==> src/rtl/bldc_pkg.sv <==
// rtl/bldc_pkg.sv - shared command fields, pattern width and commutation table
//
// Purpose : constants and types shared by the commutator top, its command
//           interface and every channel instance.
// Contents: command byte bit positions, drive-pattern width/type, channel
//           control register type and reset value, brake pattern, and the
//           forward six-step table (hall {C,B,A} -> {AH,BH,CH,AL,BL,CL}).
package bldc_pkg;

    localparam int cmd_w      = 8;
    localparam int cmd_idx_hi = 7;
    localparam int cmd_idx_lo = 4;
    localparam int cmd_bcast  = 3;
    localparam int cmd_en     = 2;
    localparam int cmd_dir    = 1;
    localparam int cmd_brk    = 0;

    localparam int pat_w = 6;
    typedef logic [pat_w-1:0] pat_t;

    typedef struct packed {
        logic en;
        logic dir;
        logic brk;
    } ctrl_t;

    localparam ctrl_t ctrl_rst  = '{en: 1'b0, dir: 1'b1, brk: 1'b0};
    localparam pat_t  brake_pat = 6'b000_111;

    // Forward rotation; illegal hall codes (000/111) map to all-off.
    function automatic pat_t fwd_table(input logic [2:0] hall);
        case (hall)
            3'b101:  fwd_table = 6'b100_010;
            3'b100:  fwd_table = 6'b100_001;
            3'b110:  fwd_table = 6'b010_001;
            3'b010:  fwd_table = 6'b010_100;
            3'b011:  fwd_table = 6'b001_100;
            3'b001:  fwd_table = 6'b001_010;
            default: fwd_table = 6'b000_000;
        endcase
    endfunction

endpackage

==> src/rtl/multi_bldc_commutator_if.sv <==
// rtl/multi_bldc_commutator_if.sv - command bus between UART receiver and commutator
//
// Purpose : groups the command byte, its strobe and the reject pulse.
// Signals : cmd[7:0]  command byte {index[3:0], broadcast, enable, direction, brake}
//           cmd_valid one-cycle strobe qualifying cmd
//           cmd_err   one-cycle pulse when a command addresses a missing channel
// Modports: master (command source), slave (commutator).
interface multi_bldc_commutator_if;
    import bldc_pkg::*;

    logic [cmd_w-1:0] cmd;
    logic             cmd_valid;
    logic             cmd_err;

    modport master (output cmd, output cmd_valid, input cmd_err);
    modport slave  (input cmd, input cmd_valid, output cmd_err);

endinterface

==> src/rtl/bldc_channel.sv <==
// rtl/bldc_channel.sv - one motor channel: hall sync, fault, table, dead-time, control
//
// Purpose : turns one motor's hall code and control register into a
//           registered gate pattern with break-before-make dead-time.
// Ports   : clk, rst     clock, asynchronous active-high reset
//           hs[2:0]      raw hall inputs {C,B,A}, asynchronous to clk
//           ld           load ctrl_in into the control register this edge
//           ctrl_in      {enable, direction, brake} from the command decoder
//           pt[5:0]      registered gates {AH,BH,CH,AL,BL,CL}
//           fault        sticky illegal-hall flag
module bldc_channel
    import bldc_pkg::*;
#(
    parameter int DEADTIME_CYC = 8
) (
    input  logic       clk,
    input  logic       rst,
    input  logic [2:0] hs,
    input  logic       ld,
    input  ctrl_t      ctrl_in,
    output pat_t       pt,
    output logic       fault
);

    localparam logic [7:0] dt_load = 8'(DEADTIME_CYC);

    logic [2:0] hs_s1;
    logic [2:0] hs_s2;
    logic       bad_q;
    logic       hall_bad;
    ctrl_t      ctrl;
    pat_t       fwd_pat;
    pat_t       target;
    pat_t       cur_tgt;
    logic [7:0] dt_cnt;

    assign hall_bad = (hs_s2 == 3'b000) || (hs_s2 == 3'b111);

    always_comb begin
        fwd_pat = fwd_table(hs_s2);
        if (fault || !ctrl.en) begin
            target = '0;
        end else if (ctrl.brk) begin
            target = brake_pat;
        end else if (ctrl.dir) begin
            target = fwd_pat;
        end else begin
            // Reverse rotation drives the same phases with high/low swapped.
            target = {fwd_pat[2:0], fwd_pat[5:3]};
        end
    end

    always_ff @(posedge clk or posedge rst) begin
        if (rst) begin
            hs_s1   <= 3'b000;
            hs_s2   <= 3'b000;
            bad_q   <= 1'b0;
            ctrl    <= ctrl_rst;
            fault   <= 1'b0;
            cur_tgt <= '0;
            dt_cnt  <= 8'd0;
            pt      <= '0;
        end else begin
            hs_s1 <= hs;
            hs_s2 <= hs_s1;
            bad_q <= hall_bad;

            if (ld) begin
                ctrl <= ctrl_in;
            end

            // A disabling command clears the flag; if the hall is still bad
            // the flag re-arms after two more bad samples.
            if (ld && !ctrl_in.en) begin
                fault <= 1'b0;
            end else if (hall_bad && bad_q) begin
                fault <= 1'b1;
            end

            if (target == '0) begin
                // Turning off never needs dead-time.
                pt      <= '0;
                cur_tgt <= '0;
                dt_cnt  <= 8'd0;
            end else if (target != cur_tgt) begin
                // New pattern (or change during dead-time): off and restart.
                pt      <= '0;
                cur_tgt <= target;
                dt_cnt  <= dt_load;
            end else if (dt_cnt != 8'd0) begin
                if (dt_cnt == 8'd1) begin
                    pt <= cur_tgt;
                end
                dt_cnt <= dt_cnt - 8'd1;
            end
        end
    end

endmodule

==> src/rtl/multi_bldc_commutator.sv <==
// rtl/multi_bldc_commutator.sv - multi-channel BLDC six-step commutator
//
// Purpose : decodes command bytes into per-channel control loads and
//           instantiates one bldc_channel per motor.
// Ports   : clk, rst     clock, asynchronous active-high reset
//           bus          command bus (slave): cmd, cmd_valid in; cmd_err out
//           hs           hall inputs, channel k at [3k+2:3k] = {C,B,A}
//           pt           gate outputs, channel k at [6k+5:6k] = {AH,BH,CH,AL,BL,CL}
//           fault        sticky per-channel hall fault
module multi_bldc_commutator
    import bldc_pkg::*;
#(
    parameter int N_MOTORS     = 4,
    parameter int DEADTIME_CYC = 8
) (
    input  logic                    clk,
    input  logic                    rst,
    multi_bldc_commutator_if.slave  bus,
    input  logic [3*N_MOTORS-1:0]   hs,
    output logic [6*N_MOTORS-1:0]   pt,
    output logic [N_MOTORS-1:0]     fault
);

    localparam logic [4:0] n_lim = 5'(N_MOTORS);

    logic [3:0] idx;
    logic       bcast;
    logic       bad_idx;
    ctrl_t      cmd_ctrl;
    logic       cmd_err_q;

    assign idx      = bus.cmd[cmd_idx_hi:cmd_idx_lo];
    assign bcast    = bus.cmd[cmd_bcast];
    assign bad_idx  = !bcast && ({1'b0, idx} >= n_lim);
    assign cmd_ctrl = '{en: bus.cmd[cmd_en], dir: bus.cmd[cmd_dir], brk: bus.cmd[cmd_brk]};

    always_ff @(posedge clk or posedge rst) begin
        if (rst) begin
            cmd_err_q <= 1'b0;
        end else begin
            cmd_err_q <= bus.cmd_valid && bad_idx;
        end
    end

    assign bus.cmd_err = cmd_err_q;

    for (genvar k = 0; k < N_MOTORS; k++) begin : g_ch
        logic ld;
        assign ld = bus.cmd_valid && (bcast || (idx == 4'(k)));

        bldc_channel #(
            .DEADTIME_CYC(DEADTIME_CYC)
        ) u_ch (
            .clk     (clk),
            .rst     (rst),
            .hs      (hs[3*k +: 3]),
            .ld      (ld),
            .ctrl_in (cmd_ctrl),
            .pt      (pt[6*k +: 6]),
            .fault   (fault[k])
        );
    end

endmodule

==> src/flat_wrapper.sv <==
// flat-port wrapper written by rule: the top's interface ports become plain ports
module multi_bldc_commutator_flat import bldc_pkg::*;
#(
    parameter int N_MOTORS     = 4,
    parameter int DEADTIME_CYC = 8
)
  (clk, rst, hs, pt, fault, bus_cmd, bus_cmd_valid, bus_cmd_err);
  multi_bldc_commutator_if bus_i ();
  input  logic clk;
  input  logic rst;
  input  logic [3*N_MOTORS-1:0] hs;
  output logic [6*N_MOTORS-1:0] pt;
  output logic [N_MOTORS-1:0] fault;
  input wire logic [$bits(bus_i.cmd)-1:0] bus_cmd;
  input wire logic [$bits(bus_i.cmd_valid)-1:0] bus_cmd_valid;
  output wire logic [$bits(bus_i.cmd_err)-1:0] bus_cmd_err;
  assign bus_i.cmd = bus_cmd;
  assign bus_i.cmd_valid = bus_cmd_valid;
  assign bus_cmd_err = bus_i.cmd_err;
  multi_bldc_commutator #(.N_MOTORS(N_MOTORS), .DEADTIME_CYC(DEADTIME_CYC)) u_core (.clk(clk), .rst(rst), .bus(bus_i), .hs(hs), .pt(pt), .fault(fault));
endmodule
==> config.mk <==
export PLATFORM = sky130hd
export DESIGN_NAME = multi_bldc_commutator_flat
export DESIGN_NICKNAME = d
export VERILOG_FILES = /design/src/rtl/bldc_pkg.sv /design/src/rtl/multi_bldc_commutator_if.sv /design/src/rtl/bldc_channel.sv /design/src/rtl/multi_bldc_commutator.sv /design/src/flat_wrapper.sv
export SDC_FILE = /design/constraint.sdc
export NUM_CORES = 1
export LEC_CHECK = 0
export CAP_MARGIN = 20
export CORE_MARGIN = 10
export CORE_UTILIZATION = 50
export CTS_BUF_LIST = sky130_fd_sc_hd__clkbuf_8 sky130_fd_sc_hd__clkbuf_16
export CTS_CLUSTER_DIAMETER = 80
export DETAILED_ROUTE_END_ITERATION = 7
export PLACE_DENSITY = 0.81
export SYNTH_ARGS = -nofsm -noshare
export SYNTH_HDL_FRONTEND = slang
export SYNTH_SLANG_ARGS = --single-unit
==> constraint.sdc <==
create_clock -name clk -period 4.1 [get_ports clk]
set_input_delay 0.41 -clock clk [delete_from_list [all_inputs] [get_ports clk]]
set_output_delay 0.41 -clock clk [all_outputs]
set_load 0.02 [all_outputs]
==> impl_results.md, run 1 <==
* Port Buf Inserts at 51
* 1st-iter DRT viols at 412
* Reg2Reg Setup Slack at 1650 ps
* Setup crit end kind: register
* Routed WL at 12590 um
* Area share of the largest cell type after synthesis at 46.75%
* 1st-pass router iterations at 4
* Synthesis Warnings at 0
* Setup Viol. Count Final at 0
* M1 wire length at 5499 um
* Multiplexer share of the synthesized area at 6.607%
* H-Tree Depth at 4
* Skew final at 11.92 ps
* Initial Utilization at 51.11%
* Max-slew headroom at 49.97%
* Antenna-violating nets left at 0
* Outcome: finished, final reports clean
* Area leader, netlist: dfrtp_1
* Largest cells by area after synthesis: dfrtp_1, nor4_2, mux2i_1, nor3b_1, mux2_2
* Layout cells sized above 1 at 16.75%
* Comb power frac at 27.1%
* Critical path startpoint category: register
* Die Ht at 133.8 um
* Fin util at 59.78%
* Crit path required time at 4410 ps
* Sw power at 1.287 mW
* Critical path type: reg2reg
* Syn Nets at 596
* Worst skew pair latency at 420 ps
* Simple-Gate Fraction of Synth Area at 25.12%
* CTS tree: done
* RSZ-0062 raised after global routing: false
* Worst-path clk slew at 60 ps
* DR top layer: met4
* Mapped Cells at 565
* CTS Buf Count at 17
* Most common cell in the netlist: dfrtp_1
* Chip width at 133.8 um
* Pwr/cell area at 520.8 nW/um^2
* Cell Int Power at 2.657 mW
* Final hold viol count at 0
* First-pass GRT wire length at 22130 um
* Clk root buf: clkbuf_16
* Clk sinks at 125
* Via/cell ratio at 5.620
* Switch share at 32.63%
* Wire length on met2 at 6395 um
* Peak supply drop at 0.0002568 V
* Core Region at 12670 um^2
* Detailed Place HPWL at 8876 um
* Number of I/O pins at 52
* Setup Buffers After CTS at 0
* Dominant synthesized flop cell: dfrtp_1
* Flop pwr share at 37.6%
* XOR/XNOR Fraction of Synth Area at 4.057%
* Initial antenna violation count at 0
* Largest net degree at the start of global routing at 124
* Fin crit period at 2445 ps
* Slew Limit Fails at 0
* CTS max path bufs at 2
* Post-synth EDFFs at 0
* DRC at 0
* Routability Congestion at 0.8314
* Max_cap viols at 0
* Number of nets in the layout at 635
* Routed wire per std cell at 15.99 um
* Compound-gate portion of the synthesized area at 9.138%
* Post-synth cell types at 59
* WP data arrival at 2760 ps
* Largest family of logic cells by synthesized area: simple AND/OR/NAND/NOR gates
* Max Fanout on Critical Path at 13
* Yosys reg bits at 125
* Clk pwr share at 35.3%
* Async set-reset flop share out of synthesis at 100.0%
* Hold crit path type: in2async
* Synth Area in Adders at 1.546%
* Syn Area/Cell at 11.46 um^2
* Static Leak at 3.367 nW
* Mapped Area at 6476 um^2
* TNS Setup at 0 ps
* Synth top cells by count: dfrtp_1, nor2_1, inv_1
* Met3 routed WL at 517 um
* # hold bufs at CTS at 0
* Total grt overflow at 0
* Register area share after synthesis at 48.38%
* Vias in the first global route at 4500
* Fmax at 0.4089 GHz
* Area Growth Syn to Fin at 16.96%
* Final Cycle Share at 59.64%
* Overall Global Routing Usage at 15.08%
* Worst slew pin tran at 750.3 ps
* Diode count at 0
* Number of gates resized after CTS at 0
* Via count at 4423
* Rows at 41
* Die area at 17910 um^2
[sequential cells by signal, indices dropped and copies added, names as in the netlist]
name and flops:
u_core.g_ch.u_ch.dt_cnt 32, u_core.g_ch.u_ch.fault 4, u_core.g_ch.u_ch.ctrl 12, u_core.g_ch.u_ch.hs_s1 12
u_core.bus.cmd_err 1, u_core.g_ch.u_ch.cur_tgt 24, u_core.g_ch.u_ch.pt 24, u_core.g_ch.u_ch.bad_q 4
u_core.g_ch.u_ch.hs_s2 12
[final timing paths]
| kind | from | end | cells past startpoint |
|---|---|---|---|
| hold / removal | rst | u_core.g_ch[2].u_ch.hs_s1[1] | 2 |
| setup / recovery | u_core.g_ch[3].u_ch.ctrl[1] | u_core.g_ch[3].u_ch.pt[3] | 5 |
| max in group asynchronous | rst | u_core.g_ch[0].u_ch.cur_tgt[5] | 3 |
| setup reg to reg | u_core.g_ch[3].u_ch.ctrl[1] | u_core.g_ch[3].u_ch.pt[3] | 5 |
| min in group clk | u_core.g_ch[2].u_ch.hs_s1[2] | u_core.g_ch[2].u_ch.hs_s2[2] | 0 |
| hold reg to reg | u_core.g_ch[2].u_ch.hs_s1[2] | u_core.g_ch[2].u_ch.hs_s2[2] | 0 |
[layout make-up]
class,instances,area [um^2]
Multi-Input combinational cell,377,3009
Fill cell,1032,5096
Clock buffer,21,480.5
Inverter,29,111.4
Timing Repair Buffer,54,553.0
Clock inverter,9,72.57
Tap cell,172,215.2
Sequential cell,125,3133
[through the flow]
step | setup WS [ps] | power (mW) | hold WS (ps) | instance area [um^2] | std cells
after global routing | 1403 | 4.187 | 187.2 | 7575 | 787
after CTS | 1653 | 3.988 | 173.6 | 7575 | 787
after detailed placement | 1689 | 2.565 | 335.5 | 7022 | 757
final | 1655 | 3.945 | 196.2 | 7575 | 787
after floorplan | 369.0 | 2.401 | 331.2 | 6476 | 565
after global placement | 1831 | 2.504 | 333.0 | 6999 | 755
[routing by layer]
layer  vias to the layer above  GRT usage (%)
li1                       2145              -
met1                      2178          18.06
met2                        86          24.70
met3                        14          4.892
met4                         0          5.804
met5                         -              0
[layout by cell type, fill, tap and decap left out, drive strengths merged, types with 7 or more instances in the layout]
cell           Yosys  final
inv               29     31
nor3              24     24
mux2              14     14
nor4b             16     16
o21ai             17     17
or3b               7      7
nor2              31     31
o31ai             13     13
xor2              14     14
a21oi             21     21
nand3             13     13
nor2b              8      8
and3b             16     16
xnor2             16     16
clkdlybuf4s50      0     51
nand2             14     14
dfrtp            121    121
nor3b             25     25
nor4              35     35
mux2i             27     27
ha                 8      8
clkbuf             5     21
[power groups by stage]
stage	clock [mW]	combinational [mW]	sequential (mW)
4_1_cts	1.43	1.08	1.48
3_3_place_gp	0	1.01	1.49
6_report	1.39	1.07	1.48
5_1_grt	1.48	1.20	1.51
2_1_floorplan	0	0.953	1.45
3_5_place_dp	0	1.06	1.50
[critical path, cell delays in order (launching register included)]
cell and delay [ps]:
dfstp_2 620, nor3b_1 90, o31ai_1 450, xor2_1 220, nand3_1 530, nor4_1 440
[logic make-up after synthesis]
group	Yosys count
fa+ha+maj	8
xor+xnor	30
flops	125
buf+inv	63
mux	41
compound gates	81
simple gates	217
No activity file was read; power rests on OpenSTA's default activity.
==> run 2: changes to the inputs <==
==> constraint.sdc (replaced) <==
create_clock -name clk -period 2.4 [get_ports clk]
set_input_delay 0.24 -clock clk [delete_from_list [all_inputs] [get_ports clk]]
set_output_delay 0.24 -clock clk [all_outputs]
set_load 0.02 [all_outputs]
==> impl_results.md, run 2 (synthesis results as in run 1) <==
* Outcome: finished, final reports clean (unchanged)
* Fin crit period at 2246 ps (was 2445 ps)
* Most frequent cells in the layout: dfrtp_1, clkdlybuf4s50_1, nor2_1, inv_1, mux2i_1 (unchanged)
* Static Leak at 3.468 nW (was 3.367 nW)
* Antenna-violating nets left at 0 (unchanged)
* Cell Int Power at 5.003 mW (was 2.657 mW)
* Routed WL at 12890 um (was 12590 um)
* Die area at 17910 um^2 (unchanged)
* WP data arrival at 2570 ps (was 2760 ps)
* Final Cycle Share at 93.58% (was 59.64%)
* Regs by FF count: u_core.g_ch.u_ch.dt_cnt: 32 flops, u_core.g_ch.u_ch.cur_tgt: 24 flops, u_core.g_ch.u_ch.pt: 24 flops (unchanged)
* First-pass GRT wire length at 22400 um (was 22130 um)
* Fillers at 999 (was 1032)
* Initial antenna violation count at 0 (unchanged)
* 1st-pass router iterations at 4 (unchanged)
* Number of nets in the layout at 648 (was 635)
* CTS max path bufs at 2 (unchanged)
* Area Growth Syn to Fin at 20.25% (was 16.96%)
* DRC at 0 (unchanged)
* Largest Register: u_core.g_ch.u_ch.dt_cnt (unchanged)
* Crit path cell chain: and3b_1 -> o31ai_1 -> a2111oi_4 -> nand4_4 -> buf_4 -> nor3_2 (was nor3b_1 -> o31ai_1 -> xor2_1 -> nand3_1 -> nor4_1)
* Total grt overflow at 0 (unchanged)
* Core Region at 12670 um^2 (unchanged)
* Setup Viol. Count Final at 0 (unchanged)
* Worst skew pair latency at 420 ps (about the same)
* Worst-path clk slew at 50 ps (was 60 ps)
* Switch share at 31.00% (was 32.63%)
* Die Ht at 133.8 um (unchanged)
* Max Fanout on Critical Path at 18 (was 13)
* Slew Limit Fails at 0 (unchanged)
* Largest net degree at the start of global routing at 56 (was 124)
* Detailed Place HPWL at 9160 um (was 8876 um)
* Hold crit path type: in2async (unchanged)
* Final Non-Filler Cells at 802 (was 787)
* Initial Utilization at 51.11% (unchanged)
* Total power at 7.250 mW (was 3.945 mW)
* CTS Buf Count at 17 (unchanged)
* Crit path required time at 2730 ps (was 4410 ps)
* Diode count at 0 (unchanged)
* Sw power at 2.247 mW (was 1.287 mW)
* Skew final at 4.833 ps (was 11.92 ps)
* Overall Global Routing Usage at 15.23% (was 15.08%)
* Layout cells sized above 1 at 19.21% (was 16.75%)
* Final hold viol count at 0 (unchanged)
* Rows at 41 (unchanged)
* Setup crit end kind: register (unchanged)
* Peak supply drop at 0.0004828 V (was 0.0002568 V)
* Max-slew headroom at 51.77% (was 49.97%)
* Dpl cells at 766 (was 757)
* Max_cap viols at 0 (unchanged)
* CTS tree: done (unchanged)
* Max stage delay on crit path at 700 ps (was 620 ps)
* Comb power frac at 26.6% (was 27.1%)
* Fin util at 61.46% (was 59.78%)
* Commonest non-fill, non-tap cell in the layout: dfrtp_1 (unchanged)
* Routed wire per std cell at 16.07 um (was 15.99 um)
* Fmax at 0.4453 GHz (was 0.4089 GHz)
* Clk root buf: clkbuf_16 (unchanged)
* Crit-path slowest cell: dfstp_4 (was dfstp_2)
* Chip width at 133.8 um (unchanged)
* Worst slew pin tran at 718.6 ps (was 750.3 ps)
* Port Buf Inserts at 51 (unchanged)
* Pwr/cell area at 931.0 nW/um^2 (was 520.8 nW/um^2)
* H-Tree Depth at 4 (unchanged)
* Critical path type: reg2reg (unchanged)
* RSZ-0062 raised after global routing: false (unchanged)
* Clk sinks at 125 (unchanged)
* Number of I/O pins at 52 (unchanged)
* Via count at 4508 (was 4423)
* # hold bufs at CTS at 0 (unchanged)
* Routability Congestion at 0.8305 (was 0.8314)
* 1st-iter DRT viols at 238 (was 412)
* Vias in the first global route at 4649 (was 4500)
* TNS Setup at 0 ps (unchanged)
* Via/cell ratio at 5.621 (was 5.620)
* Largest register FFs at 32 (unchanged)
* Flop pwr share at 35.1% (was 37.6%)
* Clk pwr share at 38.3% (was 35.3%)
* Critical path startpoint category: register (unchanged)
-- run 2: through the flow --
stage / hold slack [ps] / setup WS [ps] / cell area [um^2]
floorplan: 271.4 / 485.5 / 6480
global placement: 332.5 / 200.7 / 7088
detailed placement: 334.7 / 115.4 / 7099
CTS: 206.6 / 123.2 / 7747
global route: 232.9 / 21.77 / 7787
finish: 206.7 / 154.1 / 7787
-- run 2: final cells by class --
type / count / area (um^2) / share of cell area (%)
repair buffers: 67 / 659.4 / 8.467
well taps: 172 / 215.2 / 2.763
clock inverters: 13 / 195.2 / 2.506
clock buffers: 19 / 452.9 / 5.816
multi-input cells: 377 / 3014 / 38.70
flip-flops and latches: 125 / 3138 / 40.30
inverters: 29 / 112.6 / 1.446
-- run 2: power groups by stage --
stage / clock network [mW] / registers [mW] / logic (mW)
2_1_floorplan: 0 / 2.47 / 1.63
3_3_place_gp: 0 / 2.55 / 1.79
3_5_place_dp: 0 / 2.57 / 1.88
4_1_cts: 2.82 / 2.54 / 1.89
5_1_grt: 2.91 / 2.58 / 2.14
6_report: 2.78 / 2.54 / 1.93
-- run 2: worst max-delay path: cells and delay by family (launching register included) --
family / cells / cell delay [ps]
simple gates: 3 / 670
buf+inv: 1 / 230
flops: 1 / 700
compound gates: 2 / 540
-- run 2: per-layer routing --
layer	vias up	GRT usage, %	routed length, um
met3	16	4.481	583
li1	2172	-	-
met2	93	25.99	6665
met5	-	0	0
met4	0	5.925	184
met1	2227	17.64	5451
-- run 2: repair_timing --
item / CTS / global route
resized for setup: 0 / 3
endpoints found under the setup margin: 0 / 11
buffers inserted: 0 / 4
-- run 2: worst paths after layout --
| path | to | start | slack, ps | depth (start not counted) |
|---|---|---|---|---|
| worst max-delay path | u_core.g_ch[0].u_ch.dt_cnt[7] | u_core.g_ch[0].u_ch.ctrl[1] | 150 | 6 |
| max in group asynchronous | u_core.g_ch[1].u_ch.ctrl[1] | rst | 1520 | 3 |
| worst max register to register | u_core.g_ch[0].u_ch.dt_cnt[7] | u_core.g_ch[0].u_ch.ctrl[1] | 150 | 6 |
| worst min register to register | u_core.g_ch[1].u_ch.hs_s2[0] | u_core.g_ch[1].u_ch.hs_s1[0] | 350 | 0 |
| min in group clk | u_core.g_ch[3].u_ch.hs_s1[2] | hs[11] | 260 | 1 |
| worst min-delay path | u_core.g_ch[3].u_ch.hs_s2[0] | rst | 210 | 2 |
